File: src/rtl/hazard_pkg.sv
// Shared types for the hazard/forwarding controller: operand forwarding
// selects and the memory-wait FSM state encoding.
package hazard_pkg;

    typedef logic [1:0] fwd_t;

    localparam fwd_t FWD_RF  = 2'b00;
    localparam fwd_t FWD_EX  = 2'b01;
    localparam fwd_t FWD_MEM = 2'b10;
    localparam fwd_t FWD_WB  = 2'b11;

    typedef enum logic {
        ST_RUN      = 1'b0,
        ST_MEM_WAIT = 1'b1
    } state_t;

endpackage

File: src/rtl/hazard_ctrl_if.sv
// Pipeline-side bundle for the hazard controller: ID sources, downstream
// destinations, memory handshake, and the resulting hazard controls/counters.
interface hazard_ctrl_if #(
    parameter int REG_AW = 3,
    parameter int CNT_W  = 16
);
    logic [REG_AW-1:0] rs;
    logic [REG_AW-1:0] rt;
    logic              rs_used;
    logic              rt_used;
    logic [REG_AW-1:0] ex_rd;
    logic [REG_AW-1:0] mem_rd;
    logic [REG_AW-1:0] wb_rd;
    logic              ex_regwr;
    logic              mem_regwr;
    logic              wb_regwr;
    logic              ex_memrd;
    logic              mem_memrd;
    logic              mem_ready;
    logic              branch_taken;

    logic [1:0]        fwd_a;
    logic [1:0]        fwd_b;
    logic              stall;
    logic              bubble;
    logic              flush;
    logic              freeze;
    logic              timeout_err;
    logic [CNT_W-1:0]  stall_cnt;
    logic [CNT_W-1:0]  flush_cnt;

    modport master (
        output rs, rt, rs_used, rt_used,
        output ex_rd, mem_rd, wb_rd,
        output ex_regwr, mem_regwr, wb_regwr,
        output ex_memrd, mem_memrd, mem_ready, branch_taken,
        input  fwd_a, fwd_b, stall, bubble, flush, freeze,
        input  timeout_err, stall_cnt, flush_cnt
    );

    modport slave (
        input  rs, rt, rs_used, rt_used,
        input  ex_rd, mem_rd, wb_rd,
        input  ex_regwr, mem_regwr, wb_regwr,
        input  ex_memrd, mem_memrd, mem_ready, branch_taken,
        output fwd_a, fwd_b, stall, bubble, flush, freeze,
        output timeout_err, stall_cnt, flush_cnt
    );

endinterface

File: src/rtl/fwd_sel.sv
// Forwarding select for one source operand: compares against EX/MEM/WB
// destinations and picks the youngest producer.
module fwd_sel
    import hazard_pkg::*;
#(
    parameter int REG_AW   = 3,
    parameter int ZERO_REG = 1
) (
    input  logic [REG_AW-1:0] src,
    input  logic              src_used,
    input  logic [REG_AW-1:0] ex_rd,
    input  logic              ex_regwr,
    input  logic [REG_AW-1:0] mem_rd,
    input  logic              mem_regwr,
    input  logic [REG_AW-1:0] wb_rd,
    input  logic              wb_regwr,
    output fwd_t              sel
);

    logic src_live;
    logic ex_hit;
    logic mem_hit;
    logic wb_hit;

    // A hardwired-zero source never needs a bypass, whatever writes r0.
    assign src_live = src_used && ((ZERO_REG == 0) || (src != '0));

    assign ex_hit  = src_live && ex_regwr  && (ex_rd  == src);
    assign mem_hit = src_live && mem_regwr && (mem_rd == src);
    assign wb_hit  = src_live && wb_regwr  && (wb_rd  == src);

    always_comb begin
        sel = FWD_RF;
        if (ex_hit) begin
            sel = FWD_EX;
        end else if (mem_hit) begin
            sel = FWD_MEM;
        end else if (wb_hit) begin
            sel = FWD_WB;
        end
    end

endmodule

File: src/rtl/hazard_ctrl.sv
// Hazard controller: operand forwarding, load-use stall, branch flush,
// memory-wait freeze FSM with sticky timeout, and saturating event counters.
module hazard_ctrl
    import hazard_pkg::*;
#(
    parameter int REG_AW   = 3,
    parameter int ZERO_REG = 1,
    parameter int MAX_WAIT = 15,
    parameter int CNT_W    = 16
) (
    input  logic         clk,
    input  logic         reset,
    hazard_ctrl_if.slave bus
);

    localparam int WAIT_W = $clog2(MAX_WAIT + 1);
    localparam logic [WAIT_W-1:0] WAIT_MAX = WAIT_W'(MAX_WAIT);

    logic [REG_AW-1:0] src_arr  [2];
    logic              used_arr [2];
    fwd_t              sel_arr  [2];

    assign src_arr[0]  = bus.rs;
    assign src_arr[1]  = bus.rt;
    assign used_arr[0] = bus.rs_used;
    assign used_arr[1] = bus.rt_used;

    for (genvar gi = 0; gi < 2; gi++) begin : g_fwd
        fwd_sel #(
            .REG_AW   (REG_AW),
            .ZERO_REG (ZERO_REG)
        ) u_fwd_sel (
            .src       (src_arr[gi]),
            .src_used  (used_arr[gi]),
            .ex_rd     (bus.ex_rd),
            .ex_regwr  (bus.ex_regwr),
            .mem_rd    (bus.mem_rd),
            .mem_regwr (bus.mem_regwr),
            .wb_rd     (bus.wb_rd),
            .wb_regwr  (bus.wb_regwr),
            .sel       (sel_arr[gi])
        );
    end

    assign bus.fwd_a = sel_arr[0];
    assign bus.fwd_b = sel_arr[1];

    // Freeze FSM state and counters
    state_t            state_reg,       state_next;
    logic [WAIT_W-1:0] wait_cnt_reg,    wait_cnt_next;
    logic              timeout_reg,     timeout_next;
    logic [CNT_W-1:0]  stall_cnt_reg,   stall_cnt_next;
    logic [CNT_W-1:0]  flush_cnt_reg,   flush_cnt_next;

    logic load_use;
    logic freeze;
    logic stall;
    logic bubble;
    logic flush;

    // Only an EX-stage load that the ID instruction would bypass from EX needs a bubble.
    assign load_use = bus.ex_memrd && bus.ex_regwr &&
                      ((sel_arr[0] == FWD_EX) || (sel_arr[1] == FWD_EX));

    always_comb begin
        state_next    = state_reg;
        wait_cnt_next = wait_cnt_reg;
        timeout_next  = timeout_reg;
        freeze        = 1'b0;
        case (state_reg)
            ST_RUN: begin
                if (bus.mem_memrd && !bus.mem_ready) begin
                    freeze        = 1'b1;
                    state_next    = ST_MEM_WAIT;
                    wait_cnt_next = WAIT_W'(1);
                end
            end
            ST_MEM_WAIT: begin
                if (bus.mem_ready) begin
                    state_next = ST_RUN;
                end else begin
                    freeze = 1'b1;
                    if (wait_cnt_reg == WAIT_MAX) begin
                        timeout_next = 1'b1;
                    end else begin
                        wait_cnt_next = wait_cnt_reg + WAIT_W'(1);
                    end
                end
            end
            default: begin
                state_next = ST_RUN;
            end
        endcase
    end

    // Freeze holds EX, so a branch or load-use seen now is re-presented later.
    assign flush  = bus.branch_taken && !freeze;
    assign stall  = load_use && !bus.branch_taken && !freeze;
    assign bubble = stall;

    always_comb begin
        stall_cnt_next = stall_cnt_reg;
        flush_cnt_next = flush_cnt_reg;
        if ((stall || freeze) && (stall_cnt_reg != '1)) begin
            stall_cnt_next = stall_cnt_reg + CNT_W'(1);
        end
        if (flush && (flush_cnt_reg != '1)) begin
            flush_cnt_next = flush_cnt_reg + CNT_W'(1);
        end
    end

    always_ff @(posedge clk or posedge reset) begin
        if (reset) begin
            state_reg     <= ST_RUN;
            wait_cnt_reg  <= '0;
            timeout_reg   <= 1'b0;
            stall_cnt_reg <= '0;
            flush_cnt_reg <= '0;
        end else begin
            state_reg     <= state_next;
            wait_cnt_reg  <= wait_cnt_next;
            timeout_reg   <= timeout_next;
            stall_cnt_reg <= stall_cnt_next;
            flush_cnt_reg <= flush_cnt_next;
        end
    end

    assign bus.stall       = stall;
    assign bus.bubble      = bubble;
    assign bus.flush       = flush;
    assign bus.freeze      = freeze;
    assign bus.timeout_err = timeout_reg;
    assign bus.stall_cnt   = stall_cnt_reg;
    assign bus.flush_cnt   = flush_cnt_reg;

endmodule

File: src/flat_wrapper.sv
// flat-port wrapper written by rule: the top's interface ports become plain ports
module hazard_ctrl_flat import hazard_pkg::*;
#(
    parameter int REG_AW   = 3,
    parameter int ZERO_REG = 1,
    parameter int MAX_WAIT = 15,
    parameter int CNT_W    = 16
)
  (clk, reset, bus_rs, bus_rt, bus_rs_used, bus_rt_used, bus_ex_rd, bus_mem_rd, bus_wb_rd, bus_ex_regwr, bus_mem_regwr, bus_wb_regwr, bus_ex_memrd, bus_mem_memrd, bus_mem_ready, bus_branch_taken, bus_fwd_a, bus_fwd_b, bus_stall, bus_bubble, bus_flush, bus_freeze, bus_timeout_err, bus_stall_cnt, bus_flush_cnt);
  hazard_ctrl_if #(.REG_AW(REG_AW), .CNT_W(CNT_W)) bus_i ();
  input  logic clk;
  input  logic reset;
  input wire logic [$bits(bus_i.rs)-1:0] bus_rs;
  input wire logic [$bits(bus_i.rt)-1:0] bus_rt;
  input wire logic [$bits(bus_i.rs_used)-1:0] bus_rs_used;
  input wire logic [$bits(bus_i.rt_used)-1:0] bus_rt_used;
  input wire logic [$bits(bus_i.ex_rd)-1:0] bus_ex_rd;
  input wire logic [$bits(bus_i.mem_rd)-1:0] bus_mem_rd;
  input wire logic [$bits(bus_i.wb_rd)-1:0] bus_wb_rd;
  input wire logic [$bits(bus_i.ex_regwr)-1:0] bus_ex_regwr;
  input wire logic [$bits(bus_i.mem_regwr)-1:0] bus_mem_regwr;
  input wire logic [$bits(bus_i.wb_regwr)-1:0] bus_wb_regwr;
  input wire logic [$bits(bus_i.ex_memrd)-1:0] bus_ex_memrd;
  input wire logic [$bits(bus_i.mem_memrd)-1:0] bus_mem_memrd;
  input wire logic [$bits(bus_i.mem_ready)-1:0] bus_mem_ready;
  input wire logic [$bits(bus_i.branch_taken)-1:0] bus_branch_taken;
  output wire logic [$bits(bus_i.fwd_a)-1:0] bus_fwd_a;
  output wire logic [$bits(bus_i.fwd_b)-1:0] bus_fwd_b;
  output wire logic [$bits(bus_i.stall)-1:0] bus_stall;
  output wire logic [$bits(bus_i.bubble)-1:0] bus_bubble;
  output wire logic [$bits(bus_i.flush)-1:0] bus_flush;
  output wire logic [$bits(bus_i.freeze)-1:0] bus_freeze;
  output wire logic [$bits(bus_i.timeout_err)-1:0] bus_timeout_err;
  output wire logic [$bits(bus_i.stall_cnt)-1:0] bus_stall_cnt;
  output wire logic [$bits(bus_i.flush_cnt)-1:0] bus_flush_cnt;
  assign bus_i.rs = bus_rs;
  assign bus_i.rt = bus_rt;
  assign bus_i.rs_used = bus_rs_used;
  assign bus_i.rt_used = bus_rt_used;
  assign bus_i.ex_rd = bus_ex_rd;
  assign bus_i.mem_rd = bus_mem_rd;
  assign bus_i.wb_rd = bus_wb_rd;
  assign bus_i.ex_regwr = bus_ex_regwr;
  assign bus_i.mem_regwr = bus_mem_regwr;
  assign bus_i.wb_regwr = bus_wb_regwr;
  assign bus_i.ex_memrd = bus_ex_memrd;
  assign bus_i.mem_memrd = bus_mem_memrd;
  assign bus_i.mem_ready = bus_mem_ready;
  assign bus_i.branch_taken = bus_branch_taken;
  assign bus_fwd_a = bus_i.fwd_a;
  assign bus_fwd_b = bus_i.fwd_b;
  assign bus_stall = bus_i.stall;
  assign bus_bubble = bus_i.bubble;
  assign bus_flush = bus_i.flush;
  assign bus_freeze = bus_i.freeze;
  assign bus_timeout_err = bus_i.timeout_err;
  assign bus_stall_cnt = bus_i.stall_cnt;
  assign bus_flush_cnt = bus_i.flush_cnt;
  hazard_ctrl #(.REG_AW(REG_AW), .ZERO_REG(ZERO_REG), .MAX_WAIT(MAX_WAIT), .CNT_W(CNT_W)) u_core (.clk(clk), .reset(reset), .bus(bus_i));
endmodule
File: config.mk
export PLATFORM = sky130hd
export DESIGN_NAME = hazard_ctrl_flat
export DESIGN_NICKNAME = d
export VERILOG_FILES = /design/src/rtl/hazard_pkg.sv /design/src/rtl/hazard_ctrl_if.sv /design/src/rtl/fwd_sel.sv /design/src/rtl/hazard_ctrl.sv /design/src/flat_wrapper.sv
export SDC_FILE = /design/constraint.sdc
export NUM_CORES = 1
export LEC_CHECK = 0
export CAP_MARGIN = 20
export CORE_ASPECT_RATIO = 0.75
export CORE_UTILIZATION = 51
export CTS_CLUSTER_DIAMETER = 150
export DETAILED_ROUTE_END_ITERATION = 10
export PLACE_DENSITY = 0.86
export SKIP_CTS_REPAIR_TIMING = 1
export SYNTH_ARGS = -nofsm -noshare
export SYNTH_HDL_FRONTEND = slang
export SYNTH_SLANG_ARGS = --single-unit
File: constraint.sdc
create_clock -name clk -period 4.85 [get_ports clk]
set_clock_uncertainty 0.1 [all_clocks]
set_input_delay 1.455 -clock clk [delete_from_list [all_inputs] [get_ports clk]]
set_output_delay 1.455 -clock clk [all_outputs]
set_load 0.01 [all_outputs]
==> metrics.cfg, run 1 <==
[clock_tree]
clock-sinks=38
cts_buffer_depth=2
clk_pin_slew_ps=80
cts-root-buf=clkbuf_8
clock_latency_ps=300
cts_buffers=5
cts_tree=yes
htree_levels=2

[sta]
final-hold-violation-count=0
period_share_pct=95.39
fin_ws_ps=223.5
slew_headroom_pct=43.85
worstMarginPinSlew_ps=835.8
period_needed_ps=4627
slew_viol_final=0
final-setup-viol-count=0
rsz0062_at_grt=false
max_freq_mhz=216.1

[yosys]
ys_warn_count=0
synth_top_area_cell=dfrtp_1
synth_enable_flop_cells=0
synth_nets=248
synth_cell_types=42
ys.flop_type=dfrtp_1
synthTopCellsByArea=dfrtp_1 43%, xnor2_1 10%, xor2_1 6.3%, nor4_2 4.0%, nand2_1 3.6%
ys_seq_area_share_pct=42.91
synth_top_family_by_area=simple AND/OR/NAND/NOR gates
synthAdderAreaFrac_pct=1.694
synth_top_area_share_pct=42.91
yosys.area_share.simple_pct=24.05
async_flop_share_pct=100.0
synth_xor_area_share_pct=16.60
synth.most_common_cell=dfrtp_1
syn_avg_cell_area_um2=10.12
syn_inst=219
synth_seq_cells=38
syn-cell-area_um2=2216
muxShareOfSynthArea_pct=3.049
netlist_top_cells_count=38 x dfrtp_1, 26 x xnor2_1, 21 x nand2_1, 16 x xor2_1, 14 x nand3_1
synth_compound_area_share_pct=8.187

[cells_and_area]
nets=335
fillers=279
antennaDiodeCount=0
multi_input_area_um2=1197
seq_area_um2=950.9
layout-drive-gt1-share_pct=15.31
syn_to_final_growth_pct=42.80

[grt]
grt_pass1_vias=1900
grt_pass1_wl_mm=8.928
grt_usage_pct=25.32
antenna_found_initial=0
grt_max_degree=39
overflow=0

[critical_path]
arrival_ps=3070
crit_type=input port to primary output
critPathCaptureType=primary output
cp_max_fo=4
startpoint_type=input port
cp.required_ps=3290

[pwr]
switchingPower_uw=356.3
internal_power_uw=704.7
switching_share_pct=33.58
pwr-share-seq_pct=43.6
peakVddDrop_uv=279.7
fin_total_pwr_mw=1.061
p_clk_share_pct=22.0
leakage_nw=1.436
p_per_area_nw_per_um2=335.3
p_comb_share_pct=34.4

[floorplan]
die_h_um=59.09
std_cell_rows=20
pin_count=67
core_um2=4104
die-area_um2=4615
initial_utilization_pct=53.99
fp.dieW_um=78.11

[run_status]
status=complete, no violations

[drt]
ant_nets=0
first_iter_violations=96
routed_wl_mm=5.447
route.met2.wl_mm=2.443
wl_met3_um=280
viasPerCell=5.398
via_count=1954
drtPass1Iterations=4
drt-met1-wl_mm=2.671
wl_per_cell_um=15.05
highest_layer=met4
drc=0

[min_path]
hold_path.class=flop to flop

[placement]
io_buffers=66
hpwlAfterDp_mm=4.102
gp_congestion=0.9545
dp_slack_ps=-213.3

[run]
cap_violations=0

routing by layer:
metal  GRT usage (%)  vias up
met5               0        -
met4           8.466        0
met3           4.769        5
met2           39.35       53
met1           36.00      943
li1                -      953
final cells by class:
cell class,count,share of cell area [%]
multi-input cells,168,37.84
flip-flops and latches,38,30.05
repair buffers,84,25.86
clock buffers,6,2.610
well taps,55,2.175
inverters,9,1.068
clock inverters,2,0.3954
critical path, cell delays in order:
cell and delay, ps:
clkdlybuf4s50_1 520, o21bai_1 170, buf_4 170, nand2_1 130
inv_1 80, clkdlybuf4s50_1 550
cells in the final DEF, fill, tap and decap left out, types with 3 or more instances in the layout:
cell,netlist,layout
clkdlybuf4s50_1,0,57
dfrtp_1,38,38
xnor2_1,26,26
nand2_1,21,21
buf_4,1,18
xor2_1,16,16
nand3_1,14,14
nor2_1,11,11
nand4_1,10,10
inv_1,9,9
dlymetal6s2s_1,0,9
nor3_1,7,7
nor4_2,7,7
clkbuf_8,0,6
a21oi_1,5,5
o21ai_0,4,4
mux2_2,4,4
nand2b_1,4,4
o21bai_1,3,3
a31oi_1,3,3
o31ai_1,4,3
and3_1,3,3
ha_1,3,3
power by group through the flow:
stage	sequential (mW)	combinational [mW]	clock, mW
floorplan	0.481	0.155	0
global placement	0.465	0.354	0
detailed placement	0.466	0.364	0
CTS	0.461	0.368	0.236
global route	0.473	0.397	0.250
finish	0.462	0.365	0.234
metrics by stage:
stage / utilization [%] / TNS [ps] / std cells / hold WS, ps / instance area [um^2]
global placement: 73.99 / -300.9 / 354 / 361.1 / 3037
floorplan: - / 0 / 219 / 400.3 / 2216
CTS: 76.31 / -659.1 / 362 / 382.0 / 3132
detailed placement: 73.99 / -627.0 / 354 / 361.2 / 3037
global route: 77.10 / 0 / 362 / 391.7 / 3164
finish: 77.10 / 0 / 362 / 375.9 / 3164
worst paths after layout:
path	slack [ps]	start	depth (start not counted)	to
worst max-delay path	220	bus_mem_ready	6	bus_flush
worst min-delay path	380	u_core.bus.timeout_err	1	u_core.bus.timeout_err
worst max register to register	2280	u_core.bus.stall_cnt[4]	7	u_core.bus.stall_cnt[11]
worst min register to register	380	u_core.bus.timeout_err	1	u_core.bus.timeout_err
max in group asynchronous	2850	reset	3	u_core.wait_cnt_reg[1]
min in group asynchronous	1460	reset	3	u_core.bus.stall_cnt[3]
logic make-up after synthesis:
group / count (synthesis)
and+or+nand+nor: 91
xor gates and xnor gates: 42
DFF: 38
AOI/OAI and AO/OA: 26
buffers and inverters: 13
muxes: 6
adders and majority gates: 3
Note: power is estimated with default switching activity, not from simulation.
==> run 2, diff against run 1 <==
--- a/config.mk
+++ b/config.mk
@@ -6,7 +6,7 @@
 export NUM_CORES = 1
 export LEC_CHECK = 0
 export CAP_MARGIN = 20
-export CORE_ASPECT_RATIO = 0.75
+export CORE_ASPECT_RATIO = 0.5
 export CORE_UTILIZATION = 51
 export CTS_CLUSTER_DIAMETER = 150
 export DETAILED_ROUTE_END_ITERATION = 10
==> metrics.cfg, run 2 (synthesized netlist as in run 1, its figures left out) <==
[run_status]
status=complete, no violations

[drt]
drtPass1Iterations=4  ; unchanged
drc=0  ; unchanged
first_iter_violations=61  ; -36%
wl_per_cell_um=14.18  ; -5.8%
ant_nets=0  ; unchanged
via_count=1923  ; -1.6%
viasPerCell=5.342  ; -1.0%
routed_wl_mm=5.105  ; -6.3%

[clock_tree]
clk_pin_slew_ps=70  ; about the same
cts_buffers=5  ; unchanged
cts-root-buf=clkbuf_8
clock_latency_ps=290  ; about the same
cts_buffer_depth=2  ; unchanged
cts_tree=yes
htree_levels=2  ; unchanged
clock-sinks=38  ; unchanged

[cells_and_area]
antennaDiodeCount=0  ; unchanged
layout-drive-gt1-share_pct=14.38  ; -0.93 points
finalInstanceArea_um2=3137  ; -0.87%
final_core_util_pct=77.95  ; +0.85 points
nets=335  ; unchanged
final_cell_mix=60 x clkdlybuf4s50_1, 38 x dfrtp_1, 26 x xnor2_1, 21 x nand2_1, 18 x buf_4
fin_cells=360  ; -0.55%
syn_to_final_growth_pct=41.56
final_common_cell=clkdlybuf4s50_1

[pwr]
p_per_area_nw_per_um2=330.1  ; -1.6%
p_comb_share_pct=35.1  ; +0.7 points
switchingPower_uw=344.7  ; -3.2%
leakage_nw=1.384  ; -3.6%
p_clk_share_pct=20.1  ; -1.9 points
internal_power_uw=690.6  ; -2.0%
fin_total_pwr_mw=1.035  ; -2.4%
switching_share_pct=33.30  ; -0.29 points
pwr-share-seq_pct=44.8  ; +1.2 points
peakVddDrop_uv=274.7  ; -1.8%

[critical_path]
reg2reg_from=u_core.bus.stall_cnt[4]
arrival_ps=3250  ; +180 ps
critPathCaptureType=primary output
cp_max_fo=3  ; -1
startpoint_type=input port
cp.required_ps=3290  ; about the same
crit_type=input port to primary output
crit_start=bus_rs[1]

[placement]
dp_slack_ps=-184.0  ; +29.31 ps
placed_area_um2=3035  ; about the same
io_buffers=66  ; unchanged
place_inst=353  ; -0.28%
gp_congestion=0.8133  ; -15%
hpwlAfterDp_mm=3.831  ; -6.6%

[floorplan]
core_um2=4024  ; -2.0%
die_h_um=48.61  ; -18%
fp.dieW_um=95.22  ; +22%
die-area_um2=4629  ; +0.29%
std_cell_rows=16  ; -20%
initial_utilization_pct=55.07  ; +1.1 points
pin_count=67  ; unchanged

[sta]
worstMarginPinSlew_ps=856.9  ; +21.06 ps
holdWs_ps=378.9  ; +2.930 ps
max_freq_mhz=208.0  ; -3.8%
final-setup-viol-count=0  ; unchanged
setup_tns_ps=0  ; unchanged
slew_headroom_pct=42.44  ; -1.4 points
period_needed_ps=4808  ; +181.8 ps
fin_ws_ps=41.70  ; -181.8 ps
slew_viol_final=0  ; unchanged
period_share_pct=99.14  ; +3.7 points
final-hold-violation-count=0  ; unchanged

[grt]
grt_usage_pct=24.51  ; -0.82 points
grt_pass1_wl_mm=8.631  ; -3.3%
overflow=0  ; unchanged
grt_pass1_vias=1958  ; +3.1%
grt_max_degree=39  ; unchanged
antenna_found_initial=0  ; unchanged

[run]
cap_violations=0  ; unchanged

[min_path]
hold_path.class=flop to flop
hold_start=u_core.bus.timeout_err

-- run 2: cell count changes in the layout (fill, tap and decap cells not counted), sizes merged --
cell | before | now
clkdlybuf4s50 | 57 | 60
clkinv | 1 | 0
clkinvlp | 1 | 0
clkbuf | 6 | 7
dlymetal6s2s | 9 | 6
-- run 2: final timing paths --
| kind | slack [ps] | end | depth (start not counted) |
|---|---|---|---|
| setup / recovery | 40 | bus_fwd_a[0] | 6 |
| hold / removal | 380 | u_core.bus.timeout_err | 1 |
| setup reg to reg | 2330 | u_core.bus.stall_cnt[9] | 7 |
| hold reg to reg | 380 | u_core.bus.timeout_err | 1 |
| max in group asynchronous | 2820 | u_core.wait_cnt_reg[2] | 3 |
| min in group asynchronous | 1500 | u_core.bus.stall_cnt[2] | 3 |
-- run 2: layout make-up --
type	instances	area [um^2]
Clock buffer	7	76.32
Fill cell	275	887.1
Inverter	9	33.78
Multi-Input combinational cell	168	1197
Sequential cell	38	950.9
Tap cell	54	67.56
Timing Repair Buffer	84	810.8
-- run 2: metal layers --
layer  routed length [um]  up-vias  track usage [%]
met3                  269        6            6.289
met5                    0        -                0
met4                   65        0            9.596
li1                     -      948                -
met1                 2155      913            27.88
met2                 2615       56            43.81
-- run 2: power by group through the flow --
stage                     clock, mW  combinational [mW]  sequential (mW)
after floorplan                   0               0.155            0.481
after global placement            0               0.353            0.466
after detailed placement          0               0.363            0.468
after CTS                     0.212               0.367            0.463
after global routing          0.227               0.396            0.478
final                         0.208               0.363            0.464
-- run 2: critical path: stages --
cell and delay [ps]:
clkdlybuf4s50_1 530, xnor2_1 140, nand4_1 150, or2_2 330, o31ai_1 70, clkdlybuf4s50_1 570
==> run 3, diff against run 2 <==
--- a/config.mk
+++ b/config.mk
@@ -7,11 +7,12 @@
 export LEC_CHECK = 0
 export CAP_MARGIN = 20
 export CORE_ASPECT_RATIO = 0.5
-export CORE_UTILIZATION = 51
+export CORE_UTILIZATION = 47
 export CTS_CLUSTER_DIAMETER = 150
 export DETAILED_ROUTE_END_ITERATION = 10
-export PLACE_DENSITY = 0.86
+export PLACE_DENSITY = 0.8
 export SKIP_CTS_REPAIR_TIMING = 1
+export SLEW_MARGIN = 20
 export SYNTH_ARGS = -nofsm -noshare
 export SYNTH_HDL_FRONTEND = slang
 export SYNTH_SLANG_ARGS = --single-unit
==> constraint.sdc (replaced) <==
create_clock -name clk -period 5.52 [get_ports clk]
set_clock_uncertainty 0.1 [all_clocks]
set_input_delay 1.656 -clock clk [delete_from_list [all_inputs] [get_ports clk]]
set_output_delay 1.656 -clock clk [all_outputs]
set_load 0.01 [all_outputs]
==> metrics.cfg, run 3 (synthesized netlist as in run 1, its figures left out) <==
[drt]
drc=0  ; unchanged
ant_nets=0  ; unchanged
first_iter_violations=53  ; -13%
wl_per_cell_um=13.61  ; -4.0%
drtPass1Iterations=4  ; unchanged
via_count=1889  ; -1.8%
routed_wl_mm=4.765  ; -6.7%
viasPerCell=5.397  ; +1.0%

[sta]
holdWs_ps=383.5  ; +4.610 ps
fin_ws_ps=118.0  ; +76.28 ps
setup_tns_ps=0  ; unchanged
period_needed_ps=5402
worstMarginPinSlew_ps=720.8  ; -136.0 ps
max_freq_mhz=185.1
period_share_pct=97.86
slew_viol_final=0  ; unchanged
rsz0062_at_grt=false
slew_headroom_pct=51.94  ; +9.5 points
final-hold-violation-count=0  ; unchanged
final-setup-viol-count=0  ; unchanged

[clock_tree]
htree_levels=2  ; unchanged
cts_buffers=5  ; unchanged
cts_buffer_depth=2  ; unchanged
cts-root-buf=clkbuf_8
cts_tree=yes
clock-sinks=38  ; unchanged
clock_latency_ps=290  ; about the same
clk_pin_slew_ps=70  ; about the same

[placement]
io_buffers=66  ; unchanged
dp_slack_ps=41.01  ; +225.0 ps
hpwlAfterDp_mm=3.627  ; -5.3%
gp_congestion=0.8133  ; unchanged

[cells_and_area]
multi_input_area_um2=1192  ; -0.42%
nets=322  ; -3.9%
final_cell_mix=66 x clkdlybuf4s50_1, 38 x dfrtp_1, 26 x xnor2_1, 21 x nand2_1, 16 x xor2_1
antennaDiodeCount=0  ; unchanged
layout-drive-gt1-share_pct=10.92  ; -3.5 points
final_common_cell=clkdlybuf4s50_1
seq_area_um2=950.9  ; unchanged
fillers=346  ; +26%
syn_to_final_growth_pct=38.06

[grt]
grt_pass1_vias=1830  ; -6.5%
antenna_found_initial=0  ; unchanged
use_met2_pct=36.13  ; -7.7 points
overflow=0  ; unchanged
globalRouteMet1Util_pct=24.60  ; -3.3 points
grt_pass1_wl_mm=7.941  ; -8.0%
grt_use_met3_pct=6.825  ; +0.54 points
grt_usage_pct=20.59  ; -3.9 points
grt-busiest-layer=met2
grt_max_degree=39  ; unchanged

[run_status]
status=complete, no violations

[critical_path]
reg2reg_slack_ps=3140  ; +810 ps
crit_type=input port to primary output
startpoint_type=input port
cp_max_fo=3  ; unchanged
critPathCaptureType=primary output
reg2reg_from=u_core.state_reg
arrival_ps=3650  ; +400 ps
cp.required_ps=3760  ; +470 ps
crit_start=bus_ex_rd[0]

[floorplan]
std_cell_rows=17  ; +1
pin_count=67  ; unchanged
die-area_um2=5010  ; +8.2%
die_h_um=50.55  ; +4.0%
fp.dieW_um=99.11  ; +4.1%
initial_utilization_pct=49.61  ; -5.5 points
core_um2=4467  ; +11%

[run]
cap_violations=0  ; unchanged

[pwr]
fin_total_pwr_uw=957.4  ; -7.5%
leakage_nw=1.250  ; -9.7%
p_per_area_nw_per_um2=312.9  ; -5.2%
peakVddDrop_uv=171.4  ; -38%

[min_path]
hold_start=u_core.bus.timeout_err
hold_path.class=flop to flop

==> run 3: changes by cell type in the layout (fill, tap and decap cells not counted) <==
cell,before,now
o31ai_1,3,4
clkbuf_8,5,6
o31ai_2,2,1
clkdlybuf4s50_1,60,66
dlymetal6s2s_1,6,0
bufinv_16,0,1
clkbuf_1,2,0
buf_4,18,5
==> run 3: critical path, cell delays in order <==
cell and delay (ps):
clkdlybuf4s50_1 530, xnor2_1 140, nand4_1 140, or2_2 320, a211oi_2 280, clkdlybuf4s50_1 580
==> run 3: final timing paths <==
check                           depth (start not counted)                      end
worst max-delay path                                    6                bus_stall
min in group asynchronous                               3   u_core.wait_cnt_reg[0]
worst min-delay path                                    1   u_core.bus.timeout_err
worst max register to register                          5  u_core.bus.stall_cnt[1]
max in group asynchronous                               3  u_core.bus.flush_cnt[8]
worst min register to register                          1   u_core.bus.timeout_err
==> run 3: routing by layer <==
metal	vias up	wire length [um]
met5	-	0
met4	0	56
met3	8	248
met2	47	2283
met1	907	2176
li1	927	-
==> run 3: cell type report <==
type	instances	area share [%]
multi-input cells	168	38.98
clock inverters	1	0.9816
clock buffers	6	2.699
flip-flops and latches	38	31.08
well taps	57	2.331
inverters	9	1.104
repair buffers	71	22.82
==> run 3: through the flow <==
step / cell area, um^2 / util [%] / std cells
floorplan: 2216 / - / 219
global placement: 2942 / 65.85 / 343
finish: 3059 / 68.49 / 350
detailed placement: 2942 / 65.85 / 343
global route: 3059 / 68.49 / 350
CTS: 3054 / 68.38 / 350
==> run 3: where the power goes <==
group | total, mW | leakage [nW] | internal [mW] | switching [mW]
logic | 0.310 | 0.706 | 0.179 | 0.131
clock network | 0.240 | 0.0573 | 0.145 | 0.0959
registers | 0.407 | 0.486 | 0.335 | 0.0724
==> RTL change 1, RTL diff (settings of run 1) <==
`ZERO_REG` is set to 1 in 3 places; all go to 0.
--- a/src/rtl/fwd_sel.sv
+++ b/src/rtl/fwd_sel.sv
@@ -4,7 +4,7 @@
     import hazard_pkg::*;
 #(
     parameter int REG_AW   = 3,
-    parameter int ZERO_REG = 1
+    parameter int ZERO_REG = 0
 ) (
     input  logic [REG_AW-1:0] src,
     input  logic              src_used,
--- a/src/rtl/hazard_ctrl.sv
+++ b/src/rtl/hazard_ctrl.sv
@@ -4,7 +4,7 @@
     import hazard_pkg::*;
 #(
     parameter int REG_AW   = 3,
-    parameter int ZERO_REG = 1,
+    parameter int ZERO_REG = 0,
     parameter int MAX_WAIT = 15,
     parameter int CNT_W    = 16
 ) (
--- a/src/flat_wrapper.sv
+++ b/src/flat_wrapper.sv
@@ -2,7 +2,7 @@
 module hazard_ctrl_flat import hazard_pkg::*;
 #(
     parameter int REG_AW   = 3,
-    parameter int ZERO_REG = 1,
+    parameter int ZERO_REG = 0,
     parameter int MAX_WAIT = 15,
     parameter int CNT_W    = 16
 )
Behaviour: not the same (a bounded check fails within 4 cycles, from zero or initial values and one cycle with reset high).
==> RTL change 1 against run 1 <==
- setup slack worse by 0.11 ns
- area after synthesis down 3.4%
- wire length down 0.92%
- final cell count down 6.6%
- worst hold slack better by 0.0014 ns
- final area down 4.0%
- sequential cell count unchanged
- total power down 7.6%
- sequential share of layout area up 1.3 points
==> RTL change 1: results (changes against run 1) <==
- The detailed-route vias per instance was 5.62 (+4.1%).
- The layout net count is 314 (-6.3%).
- The total of fill cells in the finished design is 263 (-5.7%).
- In the post-synthesis netlist, the biggest area contributors are sky130_fd_sc_hd__dfrtp_1 (44%), sky130_fd_sc_hd__xor2_1 (11%), sky130_fd_sc_hd__xnor2_1 (7.4%).
- The fraction of the mapped netlist area in adder cells is 1.75% (+0.060 points).
- The power in combinational cells is 0.000281 W (-23%).
- The static leakage is 1.40 nW (-2.5%).
- The number of global-route vias before repair was 1,840 (-3.2%).
- The global routing usage summed across all routing layers was 26.9% (+1.6 points).
- The areal power density over the cells is 323 mW/mm2 (-3.7%).
- The count of distinct cell types in the synthesized netlist is 40 (-4.8%).
- The internal power contribution is 0.000678 W (-3.8%).
- The main flop type after synthesis is sky130_fd_sc_hd__dfrtp_1.
- The first-pass iteration count of the detailed router was 6 (+2).
- The sum of routed wire length over all layers is 5400 um (-0.92%).
- The run finished with clean final reports.
- The detailed-route via count was 1,900 (-2.8%).
- The tree is rooted in a sky130_fd_sc_hd__clkbuf_8.
- The worst-case headroom to the max-slew limit is 69.6% (+26 points).
- The part of the total power dissipated in the clock network is 26.7% (+4.7 points).
- The sum of net half-perimeters after detailed placement is 4110 um (+0.14%).
- The average footprint of a synthesized cell is 10.4 um2 (+2.6%).
- The number of buffers created by CTS is 5 (unchanged).
- The routability congestion estimate is 0.979 (+2.6%).
- The data arrival time of the critical path is 3.18 ns (+0.11 ns).
- The number of buffers added on ports was 66 (unchanged).
- The worst-case vdd ir drop was 0.264 mV (-5.8%).
- The slowest library cell on the worst path is sky130_fd_sc_hd__clkdlybuf4s50_1.
- Sorting the synthesized cells by how often they occur yields sky130_fd_sc_hd__dfrtp_1 (38), sky130_fd_sc_hd__xor2_1 (28), sky130_fd_sc_hd__xnor2_1 (18), sky130_fd_sc_hd__nand2_1 (15), sky130_fd_sc_hd__nand4_1 (13).
- The post-synth net total was 235 (-5.2%).
- The kind of cell with the highest combined delay along the critical path is buffers and inverters.
- The part of the Yosys area used for sequential elements was 44.4% (+1.5 points).
- The post-synthesis xor/xnor area fraction is 18.8% (+2.2 points).
- The first-pass GRT wire length is 9110 um (+2.0%).
- The mux contribution to synthesized area was 2.63% (-0.42 points).
- The maximum buffer depth of the clock tree is 2 (unchanged).
- The post-place setup slack is -0.00137 ns (+0.212 ns).
- The number of cells after detailed placement is 329 (-7.1%).
- The kind of path behind the tightest hold check is flip-flop to flip-flop.
- The maximum number of pins on one net before global-route repair came to 39 (unchanged).
- The delay contributed by the slowest stage of the critical path is 0.55 ns (about the same).
- The compound-cell area share of the yosys netlist was 7.78% (-0.41 points).
- The count of synthesis-stage warnings from yosys was 0 (unchanged).
- The largest driver fanout on the critical path is 3 (-1).
- The fraction of layout cells with a size suffix above 1 was 9.09% (-6.2 points).
- The number of violations reported at the end of detailed-routing iteration 0 is 171 (+78%).
==> RTL change 1: cell count changes after synthesis, sizes merged, moves of 5 or more <==
cell / delta
nand2: -6
o31ai: -5
xnor2: -8
xor2: +12
==> RTL change 1: through the flow <==
stage	setup TNS [ns]	instance area, um2	util [%]
floorplan	0	2140	-
global placement	0	2910	75.9
detailed placement	-0.00137	2910	75.9
CTS	0	3010	78.7
global route	0	3040	79.3
finish	0	3040	79.3
==> RTL change 1: area by class of cell <==
type | instances | area, um2 | share of cell area (%)
Clock buffer | 7 | 76.3 | 2.51
Clock inverter | 1 | 30.0 | 0.989
Inverter | 6 | 22.5 | 0.742
Multi-Input combinational cell | 160 | 1150 | 38.0
Sequential cell | 38 | 951 | 31.3
Tap cell | 52 | 65.1 | 2.14
Timing Repair Buffer | 74 | 738 | 24.3
==> RTL change 1: cell families after synthesis <==
group,after synthesis
compound gates,21
xor+xnor,46
fa+ha+maj,3
buf+inv,8
flops,38
mux,5
simple gates,85
==> RTL change 1: final timing paths <==
check                                           to                    start  slack, ns  cells after the start
max                                   bus_fwd_a[1]                bus_rs[1]       0.11                      6
min                         u_core.bus.timeout_err   u_core.bus.timeout_err       0.38                      1
max reg2reg                u_core.bus.stall_cnt[1]  u_core.bus.stall_cnt[0]       2.61                      6
min reg2reg                 u_core.bus.timeout_err   u_core.bus.timeout_err       0.38                      1
max in group asynchronous  u_core.bus.stall_cnt[6]                    reset       2.87                      3
min in group asynchronous  u_core.bus.flush_cnt[5]                    reset       1.46                      3
==> RTL change 1: layer usage <==
layer / global-route usage, % / routed length [um]
met5: 0 / 0
met4: 10.7 / 95
met3: 5.04 / 339
met2: 39.7 / 2420
met1: 39.2 / 2540
==> RTL change 2, RTL diff (settings of run 1) <==
Without the edit above. Make the reset (`reset`) synchronous in one clocked block.
--- a/src/rtl/hazard_ctrl.sv
+++ b/src/rtl/hazard_ctrl.sv
@@ -109,7 +109,7 @@
         end
     end
 
-    always_ff @(posedge clk or posedge reset) begin
+    always_ff @(posedge clk) begin
         if (reset) begin
             state_reg     <= ST_RUN;
             wait_cnt_reg  <= '0;
Formal check against the unedited RTL: differs if reset is asserted again (counterexample within 4 cycles, from zero or initial values and one cycle with reset high); with reset held inactive, the same outputs for 10 cycles.
==> RTL change 2 against run 1 <==
- utilization increased by 4.3 points
- final area decreased by 2.8%
- non-clock buffer count unchanged
- area after synthesis decreased by 5.9%
- wire length decreased by 0.42%
- setup slack got worse by 0.20 ns
- sequential cell count unchanged
- critical path type unchanged
- highest routed layer unchanged
Power is not compared: it rests on default switching activity, and its combinational part moved more than twofold at a synthesized area within 25%.
==> RTL change 2: results (changes against run 1) <==
- The run finished with clean final reports.
- The count of distinct cell types in the synthesized netlist is 43 (+2.4%).
- The detailed-route via count is 2,158 (+10%).
- The largest driver fanout on the critical path came to 2 (-2).
- The compound-cell area share of the yosys netlist is 14.9% (+6.7 points).
- The number of global-route vias before repair is 1,927 (+1.4%).
- The layout net count is 364 (+8.7%).
- The total of fill cells in the finished design came to 247 (-11%).
- The mux contribution to synthesized area is 2.04% (-1.0 points).
- The part of the Yosys area used for sequential elements is 36.5% (-6.4 points).
- The sum of net half-perimeters after detailed placement is 3820 um (-7.0%).
- The worst-case headroom to the max-slew limit is 70.3% (+26 points).
- By area the synthesized netlist is led by sky130_fd_sc_hd__dfxtp_1 (36%), sky130_fd_sc_hd__xnor2_1 (10%), sky130_fd_sc_hd__nor2_1 (5.4%).
- The maximum number of pins on one net before global-route repair is 29 (-26%).
- The global-route track usage on met1 is 35.0% (-0.95 points).
- The hold-critical path depth is 2 (+1).
- The fraction of the mapped netlist area in adder cells is 1.80% (+0.11 points).
- The global-route met3 utilization was 5.83% (+1.1 points).
- The data arrival time of the critical path is 3.28 ns (+0.21 ns).
- The routed metal-1 wire length is 2450 um (-8.1%).
- In the synthesized netlist, the cells that appear most often are sky130_fd_sc_hd__dfxtp_1 (38), sky130_fd_sc_hd__nor2_1 (30), sky130_fd_sc_hd__xnor2_1 (25), sky130_fd_sc_hd__a21oi_1 (20), sky130_fd_sc_hd__or3_1 (16).
- The post-place setup slack was -0.149 ns (+0.0644 ns).
- The met3 wire length came to 360 um (+29%).
- The main flop type after synthesis is sky130_fd_sc_hd__dfxtp_1.
- The global routing usage summed across all routing layers came to 26.0% (+0.70 points).
- The post-synth net total is 280 (+13%).
- The number of violations reported at the end of detailed-routing iteration 0 is 104 (+8.3%).
- The routability congestion estimate came to 0.809 (-15%).
- The number of buffers created by CTS is 5 (unchanged).
- The total length of routed met2 wires was 2540 um (+4.1%).
- The fraction of layout cells with a size suffix above 1 is 11.3% (-4.0 points).
## RTL change 2: metrics by stage
| step | cells | instance area, um2 | total power (W) |
|---|---|---|---|
| 6_report | 388 | 3080 | 0.000750 |
| 4_1_cts | 388 | 3040 | 0.000751 |
| 3_5_place_dp | 380 | 2900 | 0.000430 |
| 5_1_grt | 388 | 3080 | 0.000779 |
| 3_3_place_gp | 380 | 2900 | 0.000427 |
| 2_1_floorplan | 251 | 2090 | 0.000374 |
## RTL change 2: area by class of cell
cell class	count	share of cell area (%)
clock buffers	5	2.24
clock inverters	3	2.24
inverters	8	0.976
multi-input cells	198	41.3
flip-flops and latches	38	24.7
well taps	52	2.11
repair buffers	84	26.4
## RTL change 2: final timing paths
check	startpoint	endpoint	slack (ns)
hold / removal	u_core.bus.timeout_err	u_core.bus.timeout_err	0.38
hold reg to reg	u_core.bus.timeout_err	u_core.bus.timeout_err	0.38
setup / recovery	bus_ex_rd[2]	bus_fwd_b[1]	0.02
setup reg to reg	u_core.bus.stall_cnt[0]	u_core.bus.stall_cnt[9]	2.74
## RTL change 2: cells by family (layout without fill, tap and decap cells)
| family | count (synthesis) | count (layout) |
|---|---|---|
| AOI/OAI and AO/OA | 52 | 52 |
| xor gates and xnor gates | 31 | 31 |
| adders and majority gates | 3 | 3 |
| buffers and inverters | 15 | 100 |
| DFF | 38 | 38 |
| muxes | 4 | 4 |
| and+or+nand+nor | 108 | 108 |
## RTL change 2: where the power goes
group | internal [W] | total, W | switching (W) | leakage (nW)
sequential | 0.000316 | 0.000322 | 0.00000594 | 0.307
clock | 0.000206 | 0.000323 | 0.000117 | 0.0683
combinational | 0.0000577 | 0.000105 | 0.0000474 | 0.790
total | 0.000580 | 0.000750 | 0.000170 | 1.16
